## config.mk

```make
export PLATFORM = sky130hd
export DESIGN_NAME = cpu_regfile
export DESIGN_NICKNAME = d
export VERILOG_FILES = /design/src/rtl/cpu_pkg.sv /design/src/rtl/rf_read_port.sv /design/src/rtl/cpu_regfile.sv
export SDC_FILE = /design/constraint.sdc
export NUM_CORES = 2
export LEC_CHECK = 0
export BUFFER_PORTS_ARGS = -buffer_cell sky130_fd_sc_hd__buf_2
export CAP_MARGIN = 5
export CORE_MARGIN = 1
export CORE_UTILIZATION = 29
export CTS_CLUSTER_SIZE = 25
export DETAILED_ROUTE_END_ITERATION = 10
export PLACE_DENSITY = 0.45
export SYNTH_ARGS = -nofsm -noshare
export SYNTH_HDL_FRONTEND = slang
export SYNTH_SLANG_ARGS = --single-unit
export TNS_END_PERCENT = 50
```

## constraint.sdc

```tcl
create_clock -name clk -period 2.4 [get_ports clk]
set_input_delay 0.36 -clock clk [delete_from_list [all_inputs] [get_ports clk]]
set_output_delay 0.36 -clock clk [all_outputs]
set_load 0.1 [all_outputs]
```

## src/rtl/cpu_pkg.sv

```systemverilog
// Shared CPU definitions: datapath widths, register address/word types and
// the hardwired-zero register index. Used by the register file, ALU and decoder.
package cpu_pkg;

  localparam int unsigned DATA_W     = 32;
  localparam int unsigned REG_ADDR_W = 5;

  typedef logic [DATA_W-1:0]     word_t;
  typedef logic [REG_ADDR_W-1:0] reg_addr_t;

  localparam reg_addr_t REG_ZERO = 5'd0;

  // True when the address names the hardwired-zero register.
  function automatic logic is_zero_reg(input reg_addr_t addr);
    return addr == REG_ZERO;
  endfunction

endpackage

```

## src/rtl/rf_read_port.sv

```systemverilog
// One combinational register-file read port: array select, zero forcing for
// register 0 and, when REGFILE_BYPASS_EN is defined, write-to-read forwarding
// so a dependent read sees the value being written in the same cycle.
module rf_read_port
  import cpu_pkg::*;
#(
  parameter int unsigned DATA_W = cpu_pkg::DATA_W,
  parameter int unsigned ADDR_W = cpu_pkg::REG_ADDR_W,
  localparam int unsigned DEPTH = 2 ** ADDR_W
) (
  input  logic [ADDR_W-1:0] ra,
  input  logic [DATA_W-1:0] regs [DEPTH],
  output logic [DATA_W-1:0] rd
`ifdef REGFILE_BYPASS_EN
  ,
  input  logic              byp_en,
  input  logic [ADDR_W-1:0] wa,
  input  logic [DATA_W-1:0] wd
`endif
);

  // Select the addressed register; forward a pending write; force r0 to zero last.
  always_comb begin
    rd = regs[ra];
`ifdef REGFILE_BYPASS_EN
    if (byp_en && (wa == ra)) begin
      rd = wd;
    end
`endif
    if (ra == ADDR_W'(REG_ZERO)) begin
      rd = '0;
    end
  end

endmodule

```

## src/rtl/cpu_regfile.sv

```systemverilog
// 32 x 32-bit general-purpose register file, two combinational read ports
// (ALU operand a / operand b) and one synchronous write port from writeback.
// Register 0 is hardwired to zero and has no storage.
// Optional macro REGFILE_BYPASS_EN: same-cycle write-to-read forwarding.
module cpu_regfile
  import cpu_pkg::*;
#(
  parameter int unsigned DATA_W = cpu_pkg::DATA_W,
  parameter int unsigned ADDR_W = cpu_pkg::REG_ADDR_W
) (
  input  logic              clk,
  input  logic              reset_n,
  input  logic [ADDR_W-1:0] ra1,
  input  logic [ADDR_W-1:0] ra2,
  output logic [DATA_W-1:0] rd1,
  output logic [DATA_W-1:0] rd2,
  input  logic              we,
  input  logic [ADDR_W-1:0] wa,
  input  logic [DATA_W-1:0] wd
);

  localparam int unsigned DEPTH = 2 ** ADDR_W;

  logic [DATA_W-1:0] regs_q  [1:DEPTH-1];
  logic [DATA_W-1:0] rf_view [DEPTH];
  logic              wr_en;

  assign wr_en = we && (wa != ADDR_W'(REG_ZERO));

  // Storage: async clear of every register, commit qualified writes on the edge.
  always_ff @(posedge clk or negedge reset_n) begin
    if (!reset_n) begin
      for (int unsigned i = 1; i < DEPTH; i++) begin
        regs_q[i] <= '0;
      end
    end else if (wr_en) begin
      regs_q[wa] <= wd;
    end
  end

  // Full-depth view for the read ports; slot 0 is a constant zero.
  always_comb begin
    rf_view[0] = '0;
    for (int unsigned i = 1; i < DEPTH; i++) begin
      rf_view[i] = regs_q[i];
    end
  end

`ifdef REGFILE_BYPASS_EN
  // Forwarding is suppressed during reset so both ports read zero.
  logic byp_en;
  assign byp_en = wr_en && reset_n;
`endif

  rf_read_port #(
    .DATA_W (DATA_W),
    .ADDR_W (ADDR_W)
  ) u_port1 (
    .ra     (ra1),
    .regs   (rf_view),
    .rd     (rd1)
`ifdef REGFILE_BYPASS_EN
    ,
    .byp_en (byp_en),
    .wa     (wa),
    .wd     (wd)
`endif
  );

  rf_read_port #(
    .DATA_W (DATA_W),
    .ADDR_W (ADDR_W)
  ) u_port2 (
    .ra     (ra2),
    .regs   (rf_view),
    .rd     (rd2)
`ifdef REGFILE_BYPASS_EN
    ,
    .byp_en (byp_en),
    .wa     (wa),
    .wd     (wd)
`endif
  );

endmodule
```

Yosys cells after proc, flatten, opt, wreduce, memory -nomap -nowiden
Index checks and enable logic that the tools add are counted.
{ "word_totals": {"memories": 0, "inputBits": 50, "latch_bits": 0, "mem_bits_rw": 0, "rom_bits": 0, "register_bits": 992, "out_inout_bits": 64, "word_cells": 54} }
{ "op_classes": {"shift": 0, "eq_ne": 0, "multipliers": 0, "muxes": 11, "add_sub_neg": 0, "n_bitwise": 3, "n_lt_le_gt_ge": 4, "reduce_logical": 5, "div_mod_pow": 0} }
{ "ops": {"columns": ["cell", "n"], "rows": [
  ["$bwmux W992", 1],
  ["$bmux W32 S5", 2],
  ["$mux W32", 7],
  ["$demux W32 S5", 1],
  ["$ge A6 B6 Y1 const B", 3],
  ["$not A5 Y6", 3],
  ["$logic_not A5 Y1", 2],
  ["$lt A6 B1 Y1 const B", 1],
  ["$reduce_bool A5 Y1", 1],
  ["$logic_and A1 B1 Y1", 2]
]} }

Longest topological paths before layout
{ "logic_depth": {"ltp_word": 6, "mapped_depth": 9, "ltp_nobuf": 4} }

Modules after synthesis
A second synthesis with hierarchy kept.
{ "unflattened": {"cells_unflattened": 3552, "hier_area_um2": 53891.7} }
{ "by_module_without_submodules": {"columns": ["module", "instances", "area_each_um2", "seq_area_each_um2", "cells_per_inst"], "rows": [
  ["cpu_regfile", 1, 37155.6, 24823.8, 2224],
  ["rf_read_port", 2, 8368.0, 0.0, 664]
]} }

Least setup slack after synthesis
No wires, ideal clock.
{ "synth_path": {"path_type": "in2out", "start": "input port ra2[0]", "end": "output port rd2[0]", "t_required_ns": 2.040, "setup_slack_ns": -1.649, "path_buffers": 4, "stages": 8, "arrival_ns": 3.689, "cell_sequence": "buf_2 > buf_4 > buf_2 > buf_2 > mux2i_1 > o22ai_1 > nor3_1 > a211oi_1"} }
{ "synth_between": {"elab_chain_len": 5, "elab_cells_between_ends": 6} }
{ "synth_lines": {"columns": ["element", "line_no", "rtl"], "rows": [
  ["from (decl)", "cpu_regfile.sv:14", "input logic [ADDR_W-1:0] ra2,"],
  ["$not A5 Y6 (implied by the code)", "rf_read_port.sv:24", "rd = regs[ra];"],
  ["$bmux W32 S5", "rf_read_port.sv:24", null],
  ["$mux W32 (implied by the code) (2 in a row)", "rf_read_port.sv:24", null],
  ["$mux W32 *", "rf_read_port.sv:30", "if (ra == ADDR_W'(REG_ZERO)) begin"],
  ["to (decl)", "cpu_regfile.sv:16", "output logic [DATA_W-1:0] rd2,"]
]} }
Mark *: on every way between the ends. The rest lies on a longest branch, timed or not. The select of a mux whose other input is x is not followed.

Final worst setup path
{ "layout_path": {"start": "register regs_q[552] (netlist bit)", "end": "output port rd2[8]"} }
{ "layout_between": {"elab_chain_len": 4} }
{ "layout_lines": {"columns": ["element", "line_no", "rtl"], "rows": [
  ["from (decl)", "cpu_regfile.sv:24", "logic [DATA_W-1:0] regs_q [1:DEPTH-1];"],
  ["from (signal, indexed assignment)", "cpu_regfile.sv:37", "regs_q[wa] <= wd;"],
  ["$bmux W32 S5", "rf_read_port.sv:24", null],
  ["$mux W32 (implied by the code) (2 in a row)", "rf_read_port.sv:24", null],
  ["$mux W32", "rf_read_port.sv:30", null]
]} }
Every way passes these cells. The select of a mux whose other input is x is not followed.

==> metrics.txt <==
Worst Skew=0 ns; Post-Place Cell Area=63490 um^2; CTS Sinks=992; Yosys reg bits=992; Setup crit end kind=output pin; Worst Tran Pin Value=0.6905 ns; internal power=37.49 mW; vias per cell=5.393; Main synth FF type=dfrtp_1; Avg Synthesized Cell Area=13.27 um^2; drt drc=0; Fin Hold WS=0.1738 ns; worst path required time=2.04 ns; Synth cell types=31; worst-path cell chain=mux4_2 -> mux2_4 -> a221oi_4 -> buf_6 -> nor3_4 -> buf_12; CTS tree=yes; worst path bufs/invs=2; worst min path class=in2async; sequential fraction of the synthesis area=0.4651; initial core utilization=0.2918; met1 Use GR=0.2938; die width=431 um; peak supply drop=691.6 uV; Iter 0 DRT Violations=2394; CP arrival=2.70 ns; sequential group share of total power=0.418; max_cap viols=0; Antenna Nets Post-Route=0; Seq. cell area=24820 um^2; GPL Wtd Cong=0.7974; total track usage=0.2123; Sw Ratio=0.3038; GR Overflow Total=0; PnR worst setup slack=-0.6577 ns; die footprint=185800 um^2; Comb power frac=0.243; gr busiest metal=met2; largest reg by FF count=regs_q; commonest non-fill, non-tap cells in the layout=dfrtp_1, mux2i_1, mux2_2, mux2_1, buf_4; ys async rst share=1.000; clock buffer depth=3; Ys Warns=0; final worst-path cycle share=1.274; first-pass GRT wire length=288300 um; reg2reg path depth=3; insertion delay to the later sink of the worst-skew pair=0.75 ns; Die Ht=431 um; final setup vio count=64; DP Wirelength=128800 um; Max Fclk=327.0 MHz; post-DR wirelength/cell=28.58 um; Worst R2R Start=regs_q[674]$_DFFE_PN0P_; layout cells sized above 1=0.3970; Top delay family on crit path=multiplexers; Crit path depth=6; CTS Root Cell=clkbuf_16; final hold vios=0; Sw Pwr=16.36 mW; Final Total Pwr=53.85 mW; Top Registers=regs_q x992; Critical Path Start=regs_q[552]$_DFFE_PN0P_; most common cell after layout, fill and taps aside=dfrtp_1; max FFs per register=992; WS Path Type=reg2out; filler instances=17470; Pwr per Cell Area=787.2 nW/um^2; Pins Over Slew Limit=0; M3 GR Usage=0.02501; cells after synthesis=4022; htree depth=3; Syn-to-layout area delta=28.17%; Final Cell Area=68410 um^2; initial antenna violation count=12; Num CTS Buffers=118; largest net degree at the start of global routing=111; worst stage delay on the critical path=0.46 ns; clock slew at reported path FFs=0.07 ns; Critical Path Source Type=flip-flop; status=finished, violations left; vias in the first global route=38960; WL final=197500 um; Detailed Routing Iterations Pass 1=5; Final min period=3.058 ns; failing checks=setup timing; Final #Nets=4396; Core ar.=182900 um^2; PortBufs=113; Syn Nets=4072; Leakage Power=30.69 nW; area of the multi-input gates=28800 um^2; FP Rows=157; Max-slew headroom=0.5397; Max stage delay cell, worst path=mux4_2; RSZ-0062 raised after global routing=yes; Vias=37270; clock share of power=0.339; Post-synth EDFFs=0; Critical Path Fanout Max=3; met2 usage=0.3459; fin util=0.3741; pre-CTS setup slack=-0.7293 ns; Mapped Area=53370 um^2; # IOs=114
## repair_timing
item,4_1_cts,5_1_grt
endpoints found under the setup margin,64,64
hold endpoints to repair,309,0
pin swaps,75,10
resized for setup,191,22
hold buffers,1,0
setup buffers,2,2
## metal layers
metal / share of wire / vias up
met5: 0.000066 / -
met4: 0.030 / 2
met3: 0.037 / 266
met2: 0.47 / 896
met1: 0.46 / 19970
li1: - / 16140
## cell type report
cell class | count | share of cell area
multi-input combinational | 2595 | 0.4210
antenna | 5 | 0.0001829
sequential | 992 | 0.3629
clock buffer | 186 | 0.05143
tap | 2464 | 0.04507
timing repair buffer | 638 | 0.1140
clock inverter | 29 | 0.005377
inverter | 1 | 0.00005487
## power by group through the flow
stage	combinational [mW]	clock, mW	sequential, mW
floorplan	8.91	0	21.9
global placement	12.5	0	22.7
detailed placement	12.6	0	22.7
CTS	13.2	18.8	22.4
global route	14.0	19.5	23.0
finish	13.1	18.2	22.5
## Yosys cell counts (2+ instances only)
library cell  count  share of area
buf_4            33         0.0046
mux2_2          588           0.12
nor2b_1          14         0.0016
clkbuf_1        231          0.016
mux4_2          132          0.056
a221o_1          64          0.012
o22ai_1         254          0.030
buf_2           100         0.0094
mux2_1          532           0.11
buf_1            58         0.0041
nand3_1           5        0.00047
buf_6            11         0.0023
nor3_1          192          0.018
nand2b_1         10         0.0012
mux2i_1         632           0.12
nor2_1           14        0.00098
dfrtp_1         992           0.47
a211oi_1          3        0.00042
nand2_1          21         0.0015
and2_1            2        0.00023
a221oi_1        124          0.020
## cells by family after synthesis
group | share of synthesized area
simple gates | 0.02473
mux | 0.4105
buf+inv | 0.03688
compound gates | 0.06276
flops | 0.4651
## stage by stage
step | std cells | TNS (ns)
after floorplan | 4022 | -9.827
after global placement | 6689 | -24.93
after detailed placement | 6689 | -25.42
after CTS | 6903 | -38.38
after global routing | 6910 | -40.34
final | 6910 | -33.57
## final timing paths
check / endpoint / slack, ns
max: rd2[8] / -0.66
min: regs_q[881]$_DFFE_PN0P_ / 0.17
max reg2reg: regs_q[674]$_DFFE_PN0P_ / 1.38
min reg2reg: regs_q[171]$_DFFE_PN0P_ / 0.51
max in group asynchronous: regs_q[392]$_DFFE_PN0P_ / 1.18
min in group clk: regs_q[239]$_DFFE_PN0P_ / 0.23
No activity file was read; power rests on OpenSTA's default activity.
